## config.mk

```make
export PLATFORM = sky130hd
export DESIGN_NAME = sqrt_sched
export DESIGN_NICKNAME = d
export VERILOG_FILES = /design/src/rtl/sqrt_sched.sv
export SDC_FILE = /design/constraint.sdc
export NUM_CORES = 1
export LEC_CHECK = 0
export CAP_MARGIN = 20
export CORE_ASPECT_RATIO = 0.5
export CORE_MARGIN = 1
export CORE_UTILIZATION = 43
export CTS_BUF_LIST = sky130_fd_sc_hd__clkbuf_8
export CTS_CLUSTER_DIAMETER = 120
export DETAILED_ROUTE_END_ITERATION = 10
export PLACE_DENSITY = 0.93
export SYNTH_ARGS = -nofsm -noshare
export SYNTH_HDL_FRONTEND = slang
export SYNTH_SLANG_ARGS = --single-unit
```

## constraint.sdc

```tcl
create_clock -name clk -period 3.3 [get_ports clk]
set_input_delay 0.66 -clock clk [delete_from_list [all_inputs] [get_ports clk]]
set_output_delay 0.66 -clock clk [all_outputs]
set_load 0.01 [all_outputs]
```

## src/rtl/sqrt_sched.sv

```systemverilog
// sqrt_sched: round-robin front end that time-shares one iterative sqrt core among N_REQ requesters.
// Optional macro SQRT_SCHED_DONE_CHECK_EN: early completion on core_cstate==DONE_STATE, res_err on timeout.
module sqrt_sched #(
    parameter int         N_REQ      = 4,
    parameter int         TAG_W      = 2,
    parameter int         DIN_W      = 32,
    parameter int         DOUT_W     = 16,
    parameter int         CORE_LAT   = 18,
    parameter logic [3:0] DONE_STATE = 4'd0
) (
    input  logic                   clk,
    input  logic                   reset,
    input  logic [N_REQ-1:0]       req_valid,
    output logic [N_REQ-1:0]       req_ready,
    input  logic [N_REQ*DIN_W-1:0] req_data,
    output logic                   res_valid,
    input  logic                   res_ready,
    output logic [DOUT_W-1:0]      res_data,
    output logic [TAG_W-1:0]       res_tag,
    output logic                   res_err,
    output logic                   busy,
    output logic                   core_reset,
    output logic [DIN_W-1:0]       core_din,
    input  logic [DOUT_W-1:0]      core_dout,
    input  logic [3:0]             core_cstate
);
    localparam int              CNT_W    = $clog2(CORE_LAT + 1);
    localparam logic [CNT_W-1:0] CNT_LAST = CNT_W'(CORE_LAT - 1);

    typedef enum logic [1:0] {
        ST_IDLE   = 2'd0,
        ST_LAUNCH = 2'd1,
        ST_WAIT   = 2'd2,
        ST_HOLD   = 2'd3
    } state_t;

    state_t              state_q, state_d;
    logic [TAG_W-1:0]    rr_ptr_q, rr_ptr_d;
    logic [CNT_W-1:0]    cnt_q, cnt_d;
    logic                res_valid_q, res_valid_d;
    logic [DOUT_W-1:0]   res_data_q, res_data_d;
    logic [TAG_W-1:0]    res_tag_q, res_tag_d;
    logic                res_err_q, res_err_d;
    logic [DIN_W-1:0]    core_din_q, core_din_d;

    logic [N_REQ-1:0]    grant_s;
    logic [TAG_W-1:0]    grant_idx_s;
    logic [TAG_W-1:0]    scan_idx_s;
    logic                grant_any_s;

`ifndef SQRT_SCHED_DONE_CHECK_EN
    logic unused_cstate_s;
    assign unused_cstate_s = ^{core_cstate, DONE_STATE};
`endif

    // Round-robin grant: scan from rr_ptr downwards in priority so the closest requester wins last.
    always_comb begin
        grant_s     = '0;
        grant_idx_s = '0;
        scan_idx_s  = '0;
        grant_any_s = 1'b0;
        if ((state_q == ST_IDLE) && !reset) begin
            grant_any_s = |req_valid;
            for (int k = N_REQ - 1; k >= 0; k--) begin
                scan_idx_s  = rr_ptr_q + TAG_W'(k);
                grant_idx_s = req_valid[scan_idx_s] ? scan_idx_s : grant_idx_s;
            end
            grant_s[grant_idx_s] = grant_any_s;
        end else begin
            grant_s = '0;
        end
    end

    // Next-state, operand/result capture and pointer update.
    always_comb begin
        state_d     = state_q;
        rr_ptr_d    = rr_ptr_q;
        cnt_d       = cnt_q;
        res_valid_d = res_valid_q;
        res_data_d  = res_data_q;
        res_tag_d   = res_tag_q;
        res_err_d   = res_err_q;
        core_din_d  = core_din_q;
        case (state_q)
            ST_IDLE: begin
                if (grant_any_s) begin
                    core_din_d = req_data[int'(grant_idx_s) * DIN_W +: DIN_W];
                    res_tag_d  = grant_idx_s;
                    rr_ptr_d   = grant_idx_s + TAG_W'(1);
                    state_d    = ST_LAUNCH;
                end else begin
                    state_d = ST_IDLE;
                end
            end
            ST_LAUNCH: begin
                cnt_d     = '0;
                res_err_d = 1'b0;
                state_d   = ST_WAIT;
            end
            ST_WAIT: begin
`ifdef SQRT_SCHED_DONE_CHECK_EN
                if ((core_cstate == DONE_STATE) && (cnt_q != '0)) begin
                    res_data_d  = core_dout;
                    res_err_d   = 1'b0;
                    res_valid_d = 1'b1;
                    state_d     = ST_HOLD;
                end else if (cnt_q == CNT_LAST) begin
                    res_data_d  = core_dout;
                    res_err_d   = 1'b1;
                    res_valid_d = 1'b1;
                    state_d     = ST_HOLD;
                end else begin
                    cnt_d = cnt_q + CNT_W'(1);
                end
`else
                if (cnt_q == CNT_LAST) begin
                    res_data_d  = core_dout;
                    res_valid_d = 1'b1;
                    state_d     = ST_HOLD;
                end else begin
                    cnt_d = cnt_q + CNT_W'(1);
                end
`endif
            end
            ST_HOLD: begin
                if (res_ready) begin
                    res_valid_d = 1'b0;
                    state_d     = ST_IDLE;
                end else begin
                    res_valid_d = 1'b1;
                end
            end
            default: begin
                state_d = ST_IDLE;
            end
        endcase
    end

    // State and datapath registers; reset discards any operation in flight.
    always_ff @(posedge clk or posedge reset) begin
        if (reset) begin
            state_q     <= ST_IDLE;
            rr_ptr_q    <= '0;
            cnt_q       <= '0;
            res_valid_q <= 1'b0;
            res_data_q  <= '0;
            res_tag_q   <= '0;
            res_err_q   <= 1'b0;
            core_din_q  <= '0;
        end else begin
            state_q     <= state_d;
            rr_ptr_q    <= rr_ptr_d;
            cnt_q       <= cnt_d;
            res_valid_q <= res_valid_d;
            res_data_q  <= res_data_d;
            res_tag_q   <= res_tag_d;
            res_err_q   <= res_err_d;
            core_din_q  <= core_din_d;
        end
    end

    assign req_ready  = grant_s;
    assign res_valid  = res_valid_q;
    assign res_data   = res_data_q;
    assign res_tag    = res_tag_q;
    assign res_err    = res_err_q;
    assign core_din   = core_din_q;
    assign busy       = (state_q != ST_IDLE);
    assign core_reset = reset | (state_q == ST_LAUNCH);

endmodule

```

==> results of run 1 <==
==> layer usage <==
layer	global-route usage, %	up-vias
li1	-	1839
met5	0	-
met2	54.1	233
met1	34.8	1992
met4	15.2	0
met3	6.46	59
==> sequential cells by signal (all words and copies together), names as in the netlist <==
register / count
res_tag: 2
cnt_q: 5
state_q: 2
res_data: 16
rr_ptr_q: 2
core_din: 32
res_valid: 1
==> worst paths after layout <==
check / slack, ns / cells after the start / to / startpoint
setup / recovery: 0.004 / 6 / req_ready[2] / req_valid[2]
hold / removal: 0.48 / 2 / core_din[16]$_DFFE_PP0P_ / core_din[16]$_DFFE_PP0P_
setup reg to reg: 0.78 / 8 / core_din[0]$_DFFE_PP0P_ / rr_ptr_q[0]$_DFFE_PP0P_
hold reg to reg: 0.48 / 2 / core_din[16]$_DFFE_PP0P_ / core_din[16]$_DFFE_PP0P_
max in group asynchronous: 1.87 / 4 / cnt_q[2]$_DFFE_PP0P_ / reset
min in group asynchronous: 0.83 / 3 / rr_ptr_q[1]$_DFFE_PP0P_ / reset
==> logic make-up (layout without fill, tap and decap cells) <==
logic type	count (synthesis)	count (layout)	synth area share, %
and+or+nand+nor	138	138	19.0
AOI/OAI and AO/OA	118	118	27.5
DFF	60	60	40.9
buffers and inverters	42	259	5.35
muxes	16	16	4.91
adders and majority gates	6	6	2.04
other	1	1	0.102
xor gates and xnor gates	1	1	0.239
==> cell type report <==
class	instances	share of cell area [%]
Multi-Input combinational cell	280	32.8
Clock buffer	10	2.22
Clock inverter	6	0.525
Sequential cell	60	24.2
Inverter	9	0.545
Timing Repair Buffer	234	37.4
Tap cell	112	2.26
==> cells in the final DEF (no fill, tap or decap), types with 7 or more instances in the layout <==
cell	n
clkdlybuf4s50_1	204
dfrtp_1	60
nand2_1	44
o21ai_0	37
nor3_1	35
o31ai_1	34
nor2b_1	34
a221oi_2	29
buf_4	23
mux2_2	16
inv_1	10
clkbuf_8	10
nor2_1	7
==> metrics by stage <==
| step | hold WS [ns] | instances |
|---|---|---|
| after floorplan | 0.443 | 382 |
| after global placement | 0.458 | 695 |
| after detailed placement | 0.463 | 695 |
| after CTS | 0.480 | 711 |
| after global routing | 0.514 | 711 |
| final | 0.475 | 711 |
==> power groups by stage <==
stage	Combinational (mW)	Clock (mW)	Sequential, mW
final	2.47	0.592	1.31
after floorplan	1.03	0	1.41
after global routing	2.65	0.634	1.34
after CTS	2.42	0.595	1.29
after detailed placement	2.40	0	1.30
after global placement	2.32	0	1.28
==> worst reg2reg max path: stages (launching register included) <==
cell and delay, ns:
dfrtp_1 0.43, nor2b_2 0.18, buf_4 0.16, nor4b_4 0.05, buf_4 0.17, nor2_4 0.77, buf_4 0.34, a221oi_2 0.08
o31ai_1 0.24
==> metrics.yaml, run 1 <==
final_layout:
  antenna_cells: 0
  synthToLayoutAreaGrowth_pct: 68.8
  fillCellCount: 517
  ff_latch_area_um2: 1500
  nets: 755
  layout-drive-gt1-share_pct: 17.0
  multi_input_comb_area_um2: 2030
  fin_util_pct: 76.1
  stdcell_area_um2: 6200
synth:
  synth_edf_count: 0
  synth_cell_types: 36
  ys.flop_type: "dfrtp_1"
  yosys-top-cells-area: "dfrtp_1 (41%), a221oi_2 (12%), o31ai_1 (7.0%)"
  netlist.area_leader.share_pct: 40.9
  synth_top_area_cell: "dfrtp_1"
  yosysSeqAreaShare_pct: 40.9
  synthesis.nets: 543
  ys_warn_count: 0
  syn_area_um2: 3670
  synthCells: 382
  synth-seq-cells: 60
  avgSynthCellArea_um2: 9.61
  synth-async-reset-ratio_pct: 100
  yosys-top-cells-count: "dfrtp_1 (60), nand2_1 (44), o21ai_0 (37), nor2b_1 (36), nor3_1 (36)"
  synth.most_common_cell: "dfrtp_1"
global_routing:
  grt_pass1_wl_mm: 20.5
  grt_overflow: 0
  track_usage_pct: 30.0
  first_global_vias: 4147
  grt_max_degree: 41
  antenna_found_initial: 0
timing:
  skew_ns: 0.0153
  slew_headroom_pct: 31.6
  slew_viol_final: 0
  hold_violations: 0
  final.setup.tns_ns: 0
  finalCriticalPeriod_ns: 3.30
  worst_pin_slew_ns: 1.02
  setup_viol: 0
  max_freq_mhz: 303
  finalCritPeriodShare_pct: 99.9
  fin_ws_ns: 0.00392
floorplan:
  die-area_um2: 8930
  io_pins: 213
  die_y_um: 67.3
  start_util_pct: 45.1
  fp-row-count: 23
  fp.coreArea_um2: 8140
  die_w_um: 133
drt:
  drc: 0
  firstDrtPassIters: 5
  ant_nets: 0
  wl_met2_mm: 7.21
  wl_per_cell_um: 20.0
  routed_wl_mm: 14.2
  via_per_inst: 5.80
  met1Wirelength_mm: 5.51
  maxUsedRoutingLayer: "met4"
  vias: 4123
  wl_met3_um: 875
  drt_iter0_markers: 300
worst_setup_path:
  cp_top_family: "buffers and inverters"
  critPathRequiredTime_ns: 2.64
  criticalPathCategory: "in -> out"
  start_kind: "input pin"
  crit_chain: "clkdlybuf4s50_1 > nor2_1 > a211o_1 > or3_2 > nor3_2 > dlygate4sd2_1"
  crit_buf_inv: 2
  slowest_stage: "clkdlybuf4s50_1"
  cp_max_fo: 4
  worstPathArrival_ns: 2.64
  cpPeakStageDelay_ns: 0.55
  end_kind: "primary output"
clocking:
  clkTransAtPathRegs_ns: 0.06
  h-tree-depth: 3
  post_cts_buffers: 0
  tritoncts: "built"
  cts_num_sinks: 60
  cts_resized: 2
  holdBufCountCts: 0
  root_buffer: "clkbuf_8"
  cts_buffers: 9
  clock_latency_ns: 0.36
  clk_path_buf_depth: 2
power_and_ir_drop:
  power_frac_clock_pct: 13.5
  irDropWorstVdd_mv: 0.320
  switchingPower_mw: 1.82
  seqPwrFrac_pct: 29.9
  cellPowerDensity_nw_per_um2: 705
  p_int_mw: 2.55
  leakagePower_nw: 2.52
  pwr-share-comb_pct: 56.6
  power_mw: 4.37
  switching_share_pct: 41.6
placed_design:
  place_area_um2: 5990
  place_ws_ns: -0.240
  place.gp.congestion: 0.877
  port_buffers: 207
  dpl.hpwl_mm: 9.46
job:
  maxCapViolations: 0
outcome:
  status: "complete, no violations"
hold_path:
  hp-class: "reg -> reg"
(Power assumes the default switching activity.)
==> inputs of run 2 (changes only) <==
--- a/config.mk
+++ b/config.mk
@@ -5,7 +5,7 @@
 export SDC_FILE = /design/constraint.sdc
 export NUM_CORES = 1
 export LEC_CHECK = 0
-export CAP_MARGIN = 20
+export CAP_MARGIN = 25
 export CORE_ASPECT_RATIO = 0.5
 export CORE_MARGIN = 1
 export CORE_UTILIZATION = 43
==> constraint.sdc (replaced) <==
create_clock -name clk -period 3.3 [get_ports clk]
set_input_delay 0.66 -clock clk [delete_from_list [all_inputs] [get_ports clk]]
set_output_delay 0.66 -clock clk [all_outputs]
set_load 0.005 [all_outputs]
==> metrics.yaml, run 2 (synthesis results as in run 1) <==
global_routing:
  antenna_found_initial: 0  # unchanged
  first_global_vias: 3935  # -5.1%
  track_usage_pct: 30.1  # +0.15 points
  grt_overflow: 0  # unchanged
  grt_max_degree: 37  # -9.8%
  grt_pass1_wl_mm: 20.2  # -1.3%
worst_setup_path:
  end_kind: "primary output"
  crit_buf_inv: 3  # +1
  cpPeakStageDelay_ns: 0.52  # -0.03 ns
  critPathRequiredTime_ns: 2.64  # about the same
  cp_max_fo: 36  # +32
  worstPathArrival_ns: 2.56  # -0.08 ns
  slowest_stage: "clkdlybuf4s50_1"
  criticalPathCategory: "in -> out"
  crit_chain: "clkdlybuf4s50_1 > nor2_1 > a211o_1 > buf_4 > nor2_1 > clkdlybuf4s50_1"
  cp_top_family: "buffers and inverters"
  start_kind: "input pin"
clocking:
  cts_buffers: 9  # unchanged
  root_buffer: "clkbuf_8"
  cts_num_sinks: 60  # unchanged
  tritoncts: "built"
  h-tree-depth: 3  # unchanged
  clkTransAtPathRegs_ns: 0.07  # about the same
  clock_latency_ns: 0.35  # about the same
  clk_path_buf_depth: 2  # unchanged
  post_cts_buffers: 0  # unchanged
drt:
  ant_nets: 0  # unchanged
  routed_wl_mm: 13.4  # -5.4%
  wl_met3_um: 801  # -8.5%
  via_per_inst: 5.71  # -1.5%
  vias: 4046  # -1.9%
  met1Wirelength_mm: 5.05  # -8.2%
  wl_per_cell_um: 19.0  # -5.0%
  firstDrtPassIters: 5  # unchanged
  drc: 0  # unchanged
  maxUsedRoutingLayer: "met4"
  drt_iter0_markers: 215  # -28%
  wl_met2_mm: 7.08  # -1.8%
power_and_ir_drop:
  cellPowerDensity_nw_per_um2: 702  # -0.45%
  power_mw: 4.38  # +0.18%
  irDropWorstVdd_mv: 0.423  # +32%
  leakagePower_nw: 2.51  # -0.39%
floorplan:
  die-area_um2: 8930  # unchanged
  start_util_pct: 45.1  # unchanged
  io_pins: 213  # unchanged
  fp-row-count: 23  # unchanged
  die_w_um: 133  # unchanged
  die_y_um: 67.3  # unchanged
  fp.coreArea_um2: 8140  # unchanged
timing:
  fin_ws_ns: 0.0810  # +0.0770 ns
  finalCritPeriodShare_pct: 97.5  # -2.3 points
  finalCriticalPeriod_ns: 3.22  # -0.0770 ns
  slew_headroom_pct: 30.4  # -1.1 points
  rsz0062_at_grt: "no"
  max_freq_mhz: 311  # +2.4%
  worst_pin_slew_ns: 1.04  # +0.0170 ns
  slew_viol_final: 0  # unchanged
  skew_ns: 0.00454  # -0.0107 ns
  setup_viol: 0  # unchanged
  hold_violations: 0  # unchanged
final_layout:
  fin_util_pct: 76.6  # +0.48 points
  layout-drive-gt1-share_pct: 16.8  # -0.25 points
  largest_reg_flops: 32  # unchanged
  layout_common_cells: "clkdlybuf4s50_1 (204), dfrtp_1 (60), nand2_1 (44)"
  stdcell_count: 708  # -0.42%
  antenna_cells: 0  # unchanged
  multi_input_comb_area_um2: 2030  # -0.12%
  synthToLayoutAreaGrowth_pct: 69.9
  ff_latch_area_um2: 1500  # unchanged
  fillCellCount: 507  # -1.9%
  final_common_cell: "clkdlybuf4s50_1"
  nets: 752  # -0.40%
placed_design:
  place.gp.congestion: 0.874  # -0.36%
  port_buffers: 207  # unchanged
  dpl.hpwl_mm: 9.55  # +1.0%
  place_inst: 692  # -0.43%
  place_ws_ns: -0.154  # +0.0851 ns
job:
  maxCapViolations: 0  # unchanged
outcome:
  status: "complete, no violations"
hold_path:
  hp-class: "reg -> reg"
## run 2: cell count changes in the layout (fill, tap and decap cells not counted), sizes merged
cell / before / now
buf: 27 / 24
bufinv: 0 / 2
inv: 11 / 9
clkinv: 2 / 1
clkinvlp: 2 / 3
## run 2: path summary, 6_finish.rpt
kind	start	endpoint	slack (ns)	cells after the start
min in group asynchronous	reset	core_din[23]$_DFFE_PP0P_	0.90	3
max in group asynchronous	reset	cnt_q[1]$_DFFE_PP0P_	1.81	4
worst max register to register	rr_ptr_q[0]$_DFFE_PP0P_	core_din[0]$_DFFE_PP0P_	0.67	8
worst min-delay path	res_tag[0]$_DFFE_PP0P_	res_tag[0]$_DFFE_PP0P_	0.48	2
worst min register to register	res_tag[0]$_DFFE_PP0P_	res_tag[0]$_DFFE_PP0P_	0.48	2
worst max-delay path	req_valid[2]	req_ready[0]	0.08	6
## run 2: where the power goes
part	switching, mW	total, mW	internal, mW
registers	0.221	1.30	1.08
logic	1.14	2.32	1.18
clock network	0.312	0.755	0.444
total	1.67	4.38	2.71
## run 2: area by class of cell
cell class | instances | area share (%)
clock buffer | 10 | 2.21
clock inverter | 6 | 1.40
inverter | 9 | 0.542
multi-input combinational | 280 | 32.6
sequential | 60 | 24.1
tap | 112 | 2.25
timing repair buffer | 231 | 37.0
## run 2: what timing repair did
action | CTS | global route
pin swaps | 0 | 2
hold buffers | 0 | 0
setup endpoints to repair | 3 | 2
gates resized for setup | 3 | 5
## run 2: worst reg2reg max path, cell delays in order (launching register included)
cell and delay, ns:
dfrtp_1 0.44, nor2b_1 0.24, buf_4 0.18, nor4b_4 0.05, buf_4 0.16, nor2_4 0.78
buf_4 0.33, a221oi_2 0.08, o31ai_1 0.25
## run 2: through the flow
| stage | hold slack, ns | instance area (um2) | TNS, ns |
|---|---|---|---|
| floorplan | 0.443 | 3670 | 0 |
| global placement | 0.459 | 5980 | -0.0878 |
| detailed placement | 0.463 | 5980 | -0.183 |
| CTS | 0.480 | 6220 | 0 |
| global route | 0.505 | 6240 | 0 |
| finish | 0.480 | 6240 | 0 |
## run 2: layer usage
metal | up-vias | global-route usage [%]
met4 | 0 | 17.2
li1 | 1827 | -
met1 | 1980 | 32.8
met3 | 49 | 7.06
met2 | 190 | 55.9
met5 | - | 0
